$ cat config.mk
export PLATFORM = sky130hd
export DESIGN_NAME = if_fetch_stage
export DESIGN_NICKNAME = d
export VERILOG_FILES = /design/src/rtl/if_fetch_stage.sv
export SDC_FILE = /design/constraint.sdc
export NUM_CORES = 1
export LEC_CHECK = 0
export CAP_MARGIN = 20
export CORE_AREA = 2 2 184 96
export CTS_CLUSTER_DIAMETER = 120
export DETAILED_ROUTE_END_ITERATION = 10
export DIE_AREA = 0 0 186 98
export HOLD_SLACK_MARGIN = 0.03
export PLACE_DENSITY_LB_ADDON = 0.12
export SLEW_MARGIN = 30
export SYNTH_ARGS = -nofsm -noshare
export SYNTH_HDL_FRONTEND = slang
export SYNTH_SLANG_ARGS = --single-unit
$ cat constraint.sdc
create_clock -name CLK -period 5.1 [get_ports CLK]
set_clock_uncertainty 0.15 [all_clocks]
set_input_delay 1.02 -clock CLK [delete_from_list [all_inputs] [get_ports CLK]]
set_output_delay 1.02 -clock CLK [all_outputs]
set_load 0.01 [all_outputs]
$ cat src/rtl/if_fetch_stage.sv
// Instruction-fetch stage: owns the PC and the IF/ID register and fetches from a
// variable-latency instruction memory over a req/ack handshake.
module if_fetch_stage #(
  parameter int                ADDR_W   = 32,
  parameter logic [ADDR_W-1:0] RESET_PC = '0,
  parameter logic [31:0]       NOP      = 32'h0000_0000
) (
  input  logic              CLK,
  input  logic              CLR_N,
  input  logic              EN,
  input  logic              stall,
  input  logic              condition_met,
  input  logic [ADDR_W-1:0] Br_Target,
  output logic              Imem_Req,
  output logic [ADDR_W-1:0] Imem_Addr,
  input  logic              Imem_Ack,
  input  logic [31:0]       Imem_Data,
  output logic [ADDR_W-1:0] Addr,
  output logic [31:0]       Id_Instr,
  output logic [ADDR_W-1:0] Id_Pc4,
  output logic              Id_Valid
);

  typedef enum logic [1:0] {FETCH, HOLD, DROP} state_t;

  state_t            state, state_nxt;
  logic              hold, redir;
  logic [ADDR_W-1:0] pc_plus4, pc_nxt, drop_addr;
  logic [31:0]       hold_buf, fetch_word_p0;
  logic              fetch_vld_p0, fetch_from_buf, ifid_bubble;
  logic              buf_load, drop_load;

  // Freeze (EN=0) behaves as a stall and suppresses any redirect.
  assign hold     = stall | ~EN;
  assign redir    = condition_met & EN;
  assign pc_plus4 = Addr + ADDR_W'(4);

  assign Imem_Req  = (state == FETCH) || (state == DROP);
  assign Imem_Addr = (state == DROP) ? drop_addr : Addr;

  assign fetch_word_p0 = fetch_from_buf ? hold_buf : Imem_Data;

  always_ff @(posedge CLK or negedge CLR_N) begin
    if (!CLR_N) state <= FETCH;
    else        state <= state_nxt;
  end

  always_comb begin
    state_nxt      = state;
    pc_nxt         = Addr;
    fetch_vld_p0   = 1'b0;
    fetch_from_buf = 1'b0;
    ifid_bubble    = 1'b0;
    buf_load       = 1'b0;
    drop_load      = 1'b0;
    case (state)
      FETCH: begin
        if (Imem_Ack) begin
          if (redir) begin
            pc_nxt      = Br_Target;
            ifid_bubble = 1'b1;
          end else if (hold) begin
            // Keep the returned word so it is not refetched after the stall.
            buf_load  = 1'b1;
            state_nxt = HOLD;
          end else begin
            fetch_vld_p0 = 1'b1;
            pc_nxt       = pc_plus4;
          end
        end else if (redir) begin
          // The in-flight request cannot be cancelled; remember its address
          // so Imem_Addr stays stable until the stale ack arrives.
          drop_load   = 1'b1;
          pc_nxt      = Br_Target;
          ifid_bubble = 1'b1;
          state_nxt   = DROP;
        end else begin
          ifid_bubble = ~hold;
        end
      end
      HOLD: begin
        if (redir) begin
          pc_nxt      = Br_Target;
          ifid_bubble = 1'b1;
          state_nxt   = FETCH;
        end else if (!hold) begin
          fetch_vld_p0   = 1'b1;
          fetch_from_buf = 1'b1;
          pc_nxt         = pc_plus4;
          state_nxt      = FETCH;
        end
      end
      DROP: begin
        if (redir)    pc_nxt    = Br_Target;
        if (Imem_Ack) state_nxt = FETCH;
        ifid_bubble = redir | ~hold;
      end
      default: state_nxt = FETCH;
    endcase
  end

  // ---- IF/ID stage boundary ----
  always_ff @(posedge CLK or negedge CLR_N) begin
    if (!CLR_N) begin
      Addr     <= RESET_PC;
      Id_Instr <= NOP;
      Id_Pc4   <= '0;
      Id_Valid <= 1'b0;
    end else begin
      Addr <= pc_nxt;
      if (fetch_vld_p0) begin
        Id_Instr <= fetch_word_p0;
        Id_Pc4   <= pc_plus4;
        Id_Valid <= 1'b1;
      end else if (ifid_bubble) begin
        Id_Instr <= NOP;
        Id_Valid <= 1'b0;
      end
    end
  end

  always_ff @(posedge CLK) begin
    if (buf_load)  hold_buf  <= Imem_Data;
    if (drop_load) drop_addr <= Addr;
  end

endmodule

==> results of run 1 <==
==> metrics by stage <==
step	utilization	worst slack, ps	instances	hold slack, ps	cell area [um^2]
after floorplan	-	1540	741	337	8130
after global placement	0.613	1390	1125	312	10300
after detailed placement	0.615	1330	1126	311	10300
after CTS	0.649	1030	1158	328	10900
after global routing	0.650	920	1159	348	10900
final	0.650	1050	1159	323	10900
==> state kept, by name (all words and copies together), names as in the netlist <==
name,flops
state,2
Id_Valid,1
hold_buf,32
Id_Instr,32
Id_Pc4,32
drop_addr,32
Addr,32
==> per-layer routing <==
| metal | share of wire | vias up |
|---|---|---|
| met2 | 0.40 | 393 |
| met4 | 0.011 | 0 |
| met5 | 0 | - |
| li1 | - | 3125 |
| met1 | 0.48 | 3435 |
| met3 | 0.11 | 27 |
==> worst max-delay path, cell delays in order, from the launching register on <==
cell	delay, ps
sky130_fd_sc_hd__dfrtp_1	440
sky130_fd_sc_hd__inv_1	130
sky130_fd_sc_hd__ha_2	550
sky130_fd_sc_hd__buf_4	450
sky130_fd_sc_hd__mux2_2	380
sky130_fd_sc_hd__clkdlybuf4s50_1	490
==> synth_stat cells (all sizes together) (4+ instances only) <==
master	count
and3	8
o21ai	59
xor2	12
o211ai	4
a2bb2oi	13
edfxtp	64
nand3	19
or4	5
and2	9
dfrtp	99
a22oi	11
mux2	25
nor4	10
nor3	17
nor3b	4
ha	6
o2bb2ai	33
a211oi	6
a221o	8
buf	13
nand2	75
a22o	5
nand4	6
a222oi	4
a31oi	6
xnor2	12
clkbuf	52
inv	15
a21oi	34
nor2	22
mux2i	34
and4	5
==> layout make-up <==
class | instances | area share
Inverter | 16 | 0.00550
Multi-Input combinational cell | 497 | 0.315
Sequential cell | 163 | 0.403
Clock buffer | 17 | 0.0390
Clock inverter | 15 | 0.0137
Timing Repair Buffer | 217 | 0.197
Tap cell | 234 | 0.0268
==> cell families (layout without fill, tap and decap cells) <==
logic type	after synthesis	after routing	synth area share
and+or+nand+nor	192	192	0.122
DFF	163	163	0.541
xor gates and xnor gates	24	24	0.0259
AOI/OAI and AO/OA	216	216	0.184
adders and majority gates	6	6	0.00923
buffers and inverters	81	265	0.0409
muxes	59	59	0.0765
==> worst min path at each step <==
| stage | start | end | cells past startpoint |
|---|---|---|---|
| detailed placement | Id_Pc4[1] | Id_Pc4[1] | 2 |
| finish | Id_Pc4[1] | Id_Pc4[1] | 2 |
| floorplan | Addr[0] | drop_addr[0] | 0 |
| CTS | Id_Pc4[1] | Id_Pc4[1] | 2 |
| global placement | Id_Pc4[3] | Id_Pc4[3] | 2 |
| global route | Id_Pc4[1] | Id_Pc4[1] | 2 |
==> power by group <==
group | switching, mW | internal [mW] | leakage, nW
logic | 1.28 | 1.37 | 1.98
clock network | 0.577 | 0.685 | 0.273
registers | 0.438 | 1.76 | 1.92
total | 2.29 | 3.82 | 4.17
==> summary.md, run 1 <==
| Metric | Value |
|---|---|
| Result of the run | completed |
| Fraction of met3 tracks used by global routing | 0.0925 |
| Pin count of the biggest net entering global routing | 42 |
| Filler Cell Count | 1277 |
| Highest fanout seen on the critical path | 30 |
| Cell taking the most area after synthesis | sky130_fd_sc_hd__dfrtp_1 |
| Yosys top cell area share | 0.305 |
| GR Overflow Total | 0 |
| Root cell of the clock tree | sky130_fd_sc_hd__clkbuf_16 |
| Depth of the worst register-to-register path | 8 |
| Count of maximum capacitance violations | 0 |
| H-tree lvl count | 4 |
| Count of warnings emitted by yosys | 0 |
| Routed vias/inst | 6.02 |
| Total of flip-flops plus latches after synthesis | 163 |
| Syn_area_per_cell | 11.0 um^2 |
| Number of max-slew violations in the final report | 0 |
| Global routing usage summed across all routing layers | 0.295 |
| Number of enable flip-flop cells after synthesis | 64 |
| Static Leakage | 4.17 nW |
| Floorplan die height | 98 um |
| Number of nets in the layout | 988 |
| Layer carrying the most global-route usage | met1 |
| Source-to-sink clock delay at the later pin of the worst-skew pair | 430 ps |
| DR DRC count | 0 |
| Starting density of the core | 0.484 |
| Die Footprint | 18200 um^2 |
| Number of resized instances in the post-cts repair step | 0 |
| Std cell rows | 34 |
| Launch point of the critical path | state[0] |
| Number of optimization iterations in the first detailed-route pass | 6 |
| Number of violations reported at the end of detailed-routing iteration 0 | 697 |
| Most common library cell in the layout ignoring fill and taps | sky130_fd_sc_hd__clkdlybuf4s50_1 |
| Highest-count cells in the layout ignoring fill and taps | sky130_fd_sc_hd__clkdlybuf4s50_1 (198), sky130_fd_sc_hd__dfrtp_1 (99), sky130_fd_sc_hd__nand2_1 (75) |
| Netlist Area Pre-Place | 8130 um^2 |
| Netlist cell types | 68 |
| Slack of the worst reg-to-reg path | 1850 ps |
| Horiz. Die Dim | 186 um |
| Reg-to-Reg Start | state[1] |
| Share of the clock period used by the worst path after layout | 0.795 |
| Post-CTS setup buffer count | 0 |
| Number of antenna violations at the first check in global routing | 0 |
| Setup crit end | Imem_Addr[29] |
| Vias after detailed routing | 6980 |
| Num CTS Buffers | 17 |
| Max Root-Sink Buffers | 2 |
| Final weighted congestion in routability-driven placement | 0.916 |
| Detailed placement HPWL | 18900 um |
| Flip-flop and latch area | 4400 um^2 |
| Wire length of the first global-routing pass | 39800 um |
| RSZ-0062 raised after global routing | false |
| Clock transition at path regs | 60 ps |
| Via count of the first global-routing pass | 6565 |
| Post-synthesis to final-layout area growth | 34.3% |
| TritonCTS clock tree | done |
| Type of element launching the critical path | flop |
| Arrival time of the worst setup path | 2880 ps |
| Main synth FF type | sky130_fd_sc_hd__dfrtp_1 |
| Critical Path Sink Type | output pin |
| Number of top-level pins | 200 |
| Post-layout power | 6.11 mW |
| Global-route track usage on met2 | 0.381 |
| Worst IR drop on VDD | 0.275 mV |
| Multi-input gate area in the final layout | 3440 um^2 |
| Core area | 16800 um^2 |
| Fraction of the yosys area taken by sequential cells | 0.541 |
| Number of hold buffers added after cts | 0 |
| N_diodes | 0 |
| Final WL | 26600 um |
| Port Buffers | 199 |
| Detail Route Antenna Nets | 0 |
| Layout cells sized above 1 | 0.0995 |
| Required time worst endpoint | 3930 ps |
| Class of the most critical hold timing path | reg2reg |
| Worst slew margin | 0.355 |
| Met1 global-route usage | 0.473 |
| Maximum clock frequency | 247 MHz |
| Transition at the pin with the smallest max-transition slack | 959 ps |
| Syn_nets | 817 |
| Type of the setup path with the least slack | reg2out |
| Capture instance of the worst register-to-register path | Addr[21] |
| Final setup vio count | 0 |
| Post-route minimum period | 4050 ps |
| Total clock sinks | 163 |
| Total Negative Setup Slacks | 0 ps |
| Leading post-synthesis cells by cell area | sky130_fd_sc_hd__dfrtp_1 (30%), sky130_fd_sc_hd__edfxtp_1 (24%), sky130_fd_sc_hd__mux2i_1 (4.2%), sky130_fd_sc_hd__o2bb2ai_1 (3.6%), sky130_fd_sc_hd__o21ai_0 (3.5%) |
| Wire per inst | 23.0 um |
| Final hold violation count | 0 |
| Async set or reset register ratio after synthesis | 0.607 |
| Syn Inst Count | 741 |
| Power per Cell Area | 559 nW/um^2 |
(Power assumes the default switching activity.)
==> run 2: changes to the inputs <==
==> constraint.sdc (replaced) <==
create_clock -name CLK -period 4 [get_ports CLK]
set_clock_uncertainty 0.15 [all_clocks]
set_input_delay 0.8 -clock CLK [delete_from_list [all_inputs] [get_ports CLK]]
set_output_delay 0.8 -clock CLK [all_outputs]
set_load 0.01 [all_outputs]
==> run 2 against run 1 <==
Against the previous run: worst hold slack got worse by 93 ps; highest routed layer unchanged; largest cell class unchanged; combinational power increased by 28%; largest power group unchanged; register-to-register slack got worse by 1000 ps; sequential power increased by 27%; via count unchanged; critical path depth unchanged; setup slack got worse by 640 ps; routed wire length decreased by 1.2%; critical path type unchanged.
==> summary.md, run 2 (synthesized netlist as in run 1, its figures left out) <==
| Metric | Value |
|---|---|
| Die Footprint | 18200 um^2 (unchanged) |
| Combinational group share of total power | 0.430 (was 0.434) |
| Starting density of the core | 0.484 (unchanged) |
| Number of antenna violations at the first check in global routing | 0 (unchanged) |
| Type of the setup path with the least slack | reg2out (unchanged) |
| Number of nets in the layout | 987 (was 988) |
| Power per Cell Area | 718 nW/um^2 (was 559 nW/um^2) |
| Count of maximum capacitance violations | 0 (unchanged) |
| Pin count of the biggest net entering global routing | 90 (was 42) |
| Type of element launching the critical path | flop (unchanged) |
| Number of hold buffers added after cts | 0 (unchanged) |
| Port Buffers | 199 (unchanged) |
| Highest fanout seen on the critical path | 30 (unchanged) |
| Reg-to-Reg Start | Addr[2] (was state[1]) |
| Final WL | 26300 um (was 26600 um) |
| Most common library cell in the layout ignoring fill and taps | sky130_fd_sc_hd__clkdlybuf4s50_1 (unchanged) |
| Root cell of the clock tree | sky130_fd_sc_hd__clkbuf_16 (unchanged) |
| Slack of the worst reg-to-reg path | 810 ps (was 1850 ps) |
| Worst IR drop on VDD | 0.391 mV (was 0.275 mV) |
| DR DRC count | 0 (unchanged) |
| Horiz. Die Dim | 186 um (unchanged) |
| H-tree lvl count | 4 (unchanged) |
| Static Leakage | 4.18 nW (was 4.17 nW) |
| Vias after detailed routing | 6980 (unchanged) |
| Filler Cell Count | 1278 (was 1277) |
| Capture instance of the worst register-to-register path | Addr[22] (was Addr[21]) |
| Via count of the first global-routing pass | 6884 (was 6565) |
| Worst slew margin | 0.377 (was 0.355) |
| Required time worst endpoint | 3050 ps (was 3930 ps) |
| Number of resized instances in the post-cts repair step | 0 (unchanged) |
| Seq pwr share | 0.356 (was 0.360) |
| Floorplan die height | 98 um (unchanged) |
| Post-synthesis to final-layout area growth | 34.3% (about the same) |
| Depth of the worst register-to-register path | 6 (was 8) |
| Final hold violation count | 0 (unchanged) |
| Wire length of the first global-routing pass | 40600 um (was 39800 um) |
| Max Root-Sink Buffers | 2 (unchanged) |
| Critical Path Sink Type | output pin (unchanged) |
| CP max stage cell | sky130_fd_sc_hd__ha_2 (unchanged) |
| Family with the most delay on the worst path | buffers and inverters (unchanged) |
| Number of buffer and inverter instances along the worst setup path | 3 (unchanged) |
| Num CTS Buffers | 17 (unchanged) |
| Final weighted congestion in routability-driven placement | 0.928 (was 0.916) |
| Final setup vio count | 0 (unchanged) |
| Layout cells sized above 1 | 0.0985 (was 0.0995) |
| Result of the run | completed (unchanged) |
| Number of top-level pins | 200 (unchanged) |
| Highest-count cells in the layout ignoring fill and taps | sky130_fd_sc_hd__clkdlybuf4s50_1 (198), sky130_fd_sc_hd__dfrtp_1 (99), sky130_fd_sc_hd__nand2_1 (75) (unchanged) |
| Detailed placement HPWL | 18400 um (was 18900 um) |
| Post-route minimum period | 3600 ps |
| Number of optimization iterations in the first detailed-route pass | 5 (was 6) |
| Net Sw Frac | 0.375 (about the same) |
| N_diodes | 0 (unchanged) |
| Clock transition at path regs | 70 ps (was 60 ps) |
| Levels on crit path | 5 (unchanged) |
| RSZ-0062 raised after global routing | false (unchanged) |
| Global routing usage summed across all routing layers | 0.296 (was 0.295) |
| Maximum clock frequency | 278 MHz |
| Routed vias/inst | 6.03 (was 6.02) |
| Core area | 16800 um^2 (unchanged) |
| Number of violations reported at the end of detailed-routing iteration 0 | 774 (was 697) |
| Int Pwr | 4.90 mW (was 3.82 mW) |
| Launch point of the critical path | state[0] (unchanged) |
| Class of the most critical hold timing path | in2async (was reg2reg) |
| Arrival time of the worst setup path | 2650 ps (was 2880 ps) |
| Total Negative Setup Slacks | 0 ps (unchanged) |
| Power dissipated by switching net loads | 2.94 mW (was 2.29 mW) |
| Total clock sinks | 163 (unchanged) |
| TritonCTS clock tree | done (unchanged) |
| Worst hold slack after final layout | 230 ps (was 323 ps) |
| GR Overflow Total | 0 (unchanged) |
| Wire per inst | 22.7 um (was 23.0 um) |
| Std cell rows | 34 (unchanged) |
| Detail Route Antenna Nets | 0 (unchanged) |
| Setup crit end | Imem_Addr[29] (unchanged) |
| Chain of cells forming the critical path | inv_1, ha_2, buf_12, mux2_2, clkdlybuf4s50_1 (was inv_1, ha_2, buf_4, mux2_2, clkdlybuf4s50_1) |
| Share of the clock period used by the worst path after layout | 0.899 |
| Highest cell delay on the worst timing path | 500 ps (was 550 ps) |
| Number of max-slew violations in the final report | 0 (unchanged) |
| Source-to-sink clock delay at the later pin of the worst-skew pair | 440 ps (was 430 ps) |
| Transition at the pin with the smallest max-transition slack | 926 ps (was 959 ps) |
| Post-CTS setup buffer count | 0 (unchanged) |
| Share of power burned in the clock network | 0.214 (was 0.207) |
## run 2: changes by cell type in the layout (fill, tap and decap cells not counted), sizes merged
cell      change
buf           -1
clkbuf        +1
clkinv        -5
clkinvlp      -2
inv           +6
## run 2: stage by stage
stage | instance area, um^2 | total power [mW] | util | cells | worst slack (ps)
2_1_floorplan | 8130 | 4.42 | - | 741 | 655
3_3_place_gp | 10300 | 6.07 | 0.614 | 1126 | 785
3_5_place_dp | 10300 | 6.15 | 0.614 | 1126 | 690
4_1_cts | 10900 | 7.84 | 0.649 | 1158 | 406
5_1_grt | 10900 | 8.25 | 0.650 | 1158 | 298
6_report | 10900 | 7.85 | 0.650 | 1158 | 404
## run 2: power groups by stage
stage / Combinational (mW) / Clock (mW) / Sequential (mW)
floorplan: 1.71 / 0 / 2.71
global placement: 3.29 / 0 / 2.78
detailed placement: 3.35 / 0 / 2.80
CTS: 3.37 / 1.70 / 2.78
global route: 3.62 / 1.77 / 2.85
finish: 3.38 / 1.68 / 2.79
## run 2: how the worst min path moves through the flow
| stage | end | slack, ps | depth (start not counted) |
|---|---|---|---|
| 2_1_floorplan | drop_addr[0] | 340 | 0 |
| 3_3_place_gp | Id_Pc4[0] | 310 | 2 |
| 3_5_place_dp | Id_Pc4[16] | 320 | 2 |
| 4_1_cts | Id_Pc4[16] | 340 | 2 |
| 5_1_grt | Id_Pc4[3] | 270 | 1 |
| 6_report | Id_Instr[20] | 230 | 1 |
## run 2: area by class of cell
class | instances | area (um^2) | share of cell area
Inverter | 16 | 60.1 | 0.00550
Clock buffer | 18 | 439 | 0.0402
Timing Repair Buffer | 216 | 2130 | 0.195
Clock inverter | 14 | 158 | 0.0144
Sequential cell | 163 | 4400 | 0.403
Multi-Input combinational cell | 497 | 3440 | 0.315
Tap cell | 234 | 293 | 0.0268
## run 2: per-layer routing
layer	wire [um]	vias up	global-route usage
met3	3210	27	0.102
li1	-	3133	-
met2	10200	402	0.386
met5	0	-	0
met4	329	0	0.0793
met1	12500	3418	0.463
==> run 3: changes to the inputs <==
==> constraint.sdc (replaced) <==
create_clock -name CLK -period 4.45 [get_ports CLK]
set_clock_uncertainty 0.15 [all_clocks]
set_input_delay 0.89 -clock CLK [delete_from_list [all_inputs] [get_ports CLK]]
set_output_delay 0.89 -clock CLK [all_outputs]
set_load 0.01 [all_outputs]
==> run 3 against run 2 <==
Against the previous run: clock-buffer cell count decreased by 1; critical path depth down 1; clock power down 13%; non-clock buffer count grew 1; critical endpoint is now Imem_Addr[13]; largest cell class unchanged.
==> summary.md, run 3 (synthesized netlist as in run 1, its figures left out) <==
| Metric | Value |
|---|---|
| GR Overflow Total | 0 (unchanged) |
| Seq pwr share | 0.357 (was 0.356) |
| Share of the clock period used by the worst path after layout | 0.808 |
| Static Leakage | 4.16 nW (was 4.18 nW) |
| Depth of the worst register-to-register path | 6 (unchanged) |
| Total clock sinks | 163 (unchanged) |
| Pin count of the biggest net entering global routing | 49 (was 90) |
| Required time worst endpoint | 3410 ps (was 3050 ps) |
| Global routing usage summed across all routing layers | 0.297 (was 0.296) |
| Final hold violation count | 0 (unchanged) |
| Class of the most critical hold timing path | reg2reg (was in2async) |
| Post-route minimum period | 3590 ps |
| Detailed placement HPWL | 19000 um (was 18400 um) |
| DR DRC count | 0 (unchanged) |
| H-tree lvl count | 4 (unchanged) |
| Combinational group share of total power | 0.434 (was 0.430) |
| Result of the run | completed (unchanged) |
| Arrival time of the worst setup path | 2550 ps (was 2650 ps) |
| Number of cells in the design after placement | 1126 (unchanged) |
| Post-synthesis to final-layout area growth | 34.3% (about the same) |
| Post-CTS setup buffer count | 0 (unchanged) |
| Layout cells sized above 1 | 0.101 (was 0.0985) |
| Multi-input gate area in the final layout | 3450 um^2 (was 3440 um^2) |
| Number of violations reported at the end of detailed-routing iteration 0 | 800 (was 774) |
| Int Pwr | 4.39 mW (was 4.90 mW) |
| Final setup vio count | 0 (unchanged) |
| Vias after detailed routing | 6980 (unchanged) |
| Clock transition at path regs | 70 ps (about the same) |
| Power per Cell Area | 643 nW/um^2 (was 718 nW/um^2) |
| Chain of cells forming the critical path | inv_1, ha_4, mux2_2, clkdlybuf4s50_1 (was inv_1, ha_2, buf_12, mux2_2, clkdlybuf4s50_1) |
| Final worst-path setup slack | 857 ps (was 404 ps) |
| Count of maximum capacitance violations | 0 (unchanged) |
| Die Footprint | 18200 um^2 (unchanged) |
| Hold Path Cell Cnt | 2 |
| Most common library cell in the layout ignoring fill and taps | sky130_fd_sc_hd__clkdlybuf4s50_1 (unchanged) |
| Type of the setup path with the least slack | reg2out (unchanged) |
| Launch point of the critical path | state[0] (unchanged) |
| Number of top-level pins | 200 (unchanged) |
| N_diodes | 0 (unchanged) |
| Final Non-Filler Cells | 1159 (was 1158) |
| RSZ-0062 raised after global routing | false (unchanged) |
| Highest-count cells in the layout ignoring fill and taps | sky130_fd_sc_hd__clkdlybuf4s50_1 (198), sky130_fd_sc_hd__dfrtp_1 (99), sky130_fd_sc_hd__nand2_1 (75) (unchanged) |
| Net Sw Frac | 0.375 (about the same) |
| Number of hold buffers added after cts | 0 (unchanged) |
| Wire length of the first global-routing pass | 40500 um (was 40600 um) |
| Core area | 16800 um^2 (unchanged) |
| Number of optimization iterations in the first detailed-route pass | 6 (was 5) |
| Number of antenna violations at the first check in global routing | 0 (unchanged) |
| Number of buffer and inverter instances along the worst setup path | 2 (was 3) |
| Number of nets in the layout | 988 (was 987) |
| TritonCTS clock tree | done (unchanged) |
| Root cell of the clock tree | sky130_fd_sc_hd__clkbuf_16 (unchanged) |
| Maximum clock frequency | 278 MHz |
| Setup slack after placement | 858 ps (was 690 ps) |
| Horiz. Die Dim | 186 um (unchanged) |
| Worst slew margin | 0.308 (was 0.377) |
| Highest fanout seen on the critical path | 47 (was 30) |
| Routed vias/inst | 6.02 (was 6.03) |
| Number of max-slew violations in the final report | 0 (unchanged) |
| Num CTS Buffers | 17 (unchanged) |
| Floorplan die height | 98 um (unchanged) |
| Detail Route Antenna Nets | 0 (unchanged) |
| Filler Cell Count | 1318 (was 1278) |
| Reg-to-Reg Start | Addr[2] (unchanged) |
| Source-to-sink clock delay at the later pin of the worst-skew pair | 420 ps (was 440 ps) |
| Power dissipated by switching net loads | 2.63 mW (was 2.94 mW) |
| Levels on crit path | 4 (was 5) |
| Flip-flop and latch area | 4400 um^2 (unchanged) |
| Final WL | 26600 um (was 26300 um) |
| Std cell rows | 34 (unchanged) |
| Share of power burned in the clock network | 0.209 (was 0.214) |
| Max Root-Sink Buffers | 2 (unchanged) |
| Port Buffers | 199 (unchanged) |
| Highest cell delay on the worst timing path | 580 ps (was 500 ps) |
| Number of resized instances in the post-cts repair step | 0 (unchanged) |
| Launch point of the worst hold path | Id_Pc4[22] |
| Total Negative Setup Slacks | 0 ps (unchanged) |
| Family with the most delay on the worst path | buffers and inverters (unchanged) |
| Final weighted congestion in routability-driven placement | 0.939 (was 0.928) |
| Wire per inst | 22.9 um (was 22.7 um) |
| Critical Path Sink Type | output pin (unchanged) |
| Via count of the first global-routing pass | 6768 (was 6884) |
| Transition at the pin with the smallest max-transition slack | 1030 ps (was 926 ps) |
| Starting density of the core | 0.484 (unchanged) |
| Type of element launching the critical path | flop (unchanged) |
| Worst IR drop on VDD | 0.294 mV (was 0.391 mV) |
| CP max stage cell | sky130_fd_sc_hd__ha_4 (was sky130_fd_sc_hd__ha_2) |
## run 3: cell types whose count changed in the layout (fill, tap and decap cells not counted), moves of 2 or more
| cell | delta |
|---|---|
| sky130_fd_sc_hd__clkinv_4 | +2 |
| sky130_fd_sc_hd__buf_4 | +2 |
| sky130_fd_sc_hd__inv_6 | -4 |
| sky130_fd_sc_hd__nor4_2 | +2 |
## run 3: layout make-up
cell class | instances | area share
Sequential cell | 163 | 0.403
Tap cell | 234 | 0.0268
Multi-Input combinational cell | 497 | 0.316
Clock buffer | 17 | 0.0390
Timing Repair Buffer | 217 | 0.195
Clock inverter | 15 | 0.0150
Inverter | 16 | 0.00550
## run 3: tightest hold or removal path: stages (launching register included)
cell and delay (ps):
sky130_fd_sc_hd__dfrtp_1 350, sky130_fd_sc_hd__nand2_1 50, sky130_fd_sc_hd__nand2_1 50
## run 3: path summary, 6_finish.rpt
path	endpoint	slack, ps
worst max-delay path	Imem_Addr[13]	860
worst min-delay path	Id_Pc4[22]	330
worst max register to register	Addr[22]	1250
worst min register to register	Id_Pc4[22]	330
max in group asynchronous	state[0]	2920
min in group asynchronous	Id_Instr[27]	360
## run 3: power groups by stage
stage | logic (mW) | clock network [mW] | registers [mW]
5_1_grt | 3.25 | 1.56 | 2.56
6_report | 3.05 | 1.47 | 2.50
3_5_place_dp | 3.01 | 0 | 2.51
4_1_cts | 3.03 | 1.49 | 2.49
3_3_place_gp | 2.95 | 0 | 2.48
2_1_floorplan | 1.54 | 0 | 2.44
## run 3: routing by layer
| metal | wire [um] | vias up | share of wire | global-route usage |
|---|---|---|---|---|
| li1 | - | 3116 | - | - |
| met1 | 12400 | 3408 | 0.47 | 0.474 |
| met2 | 10300 | 422 | 0.39 | 0.388 |
| met3 | 3570 | 34 | 0.13 | 0.0966 |
| met4 | 291 | 0 | 0.011 | 0.0569 |
| met5 | 0 | - | 0 | 0 |
## run 3: metrics by stage
stage	utilization	hold WS [ps]	power (mW)	cell area, um^2
floorplan	-	337	3.97	8130
global placement	0.613	310	5.44	10300
detailed placement	0.614	311	5.52	10300
CTS	0.649	326	7.01	10900
global route	0.650	345	7.37	10900
finish	0.650	330	7.02	10900
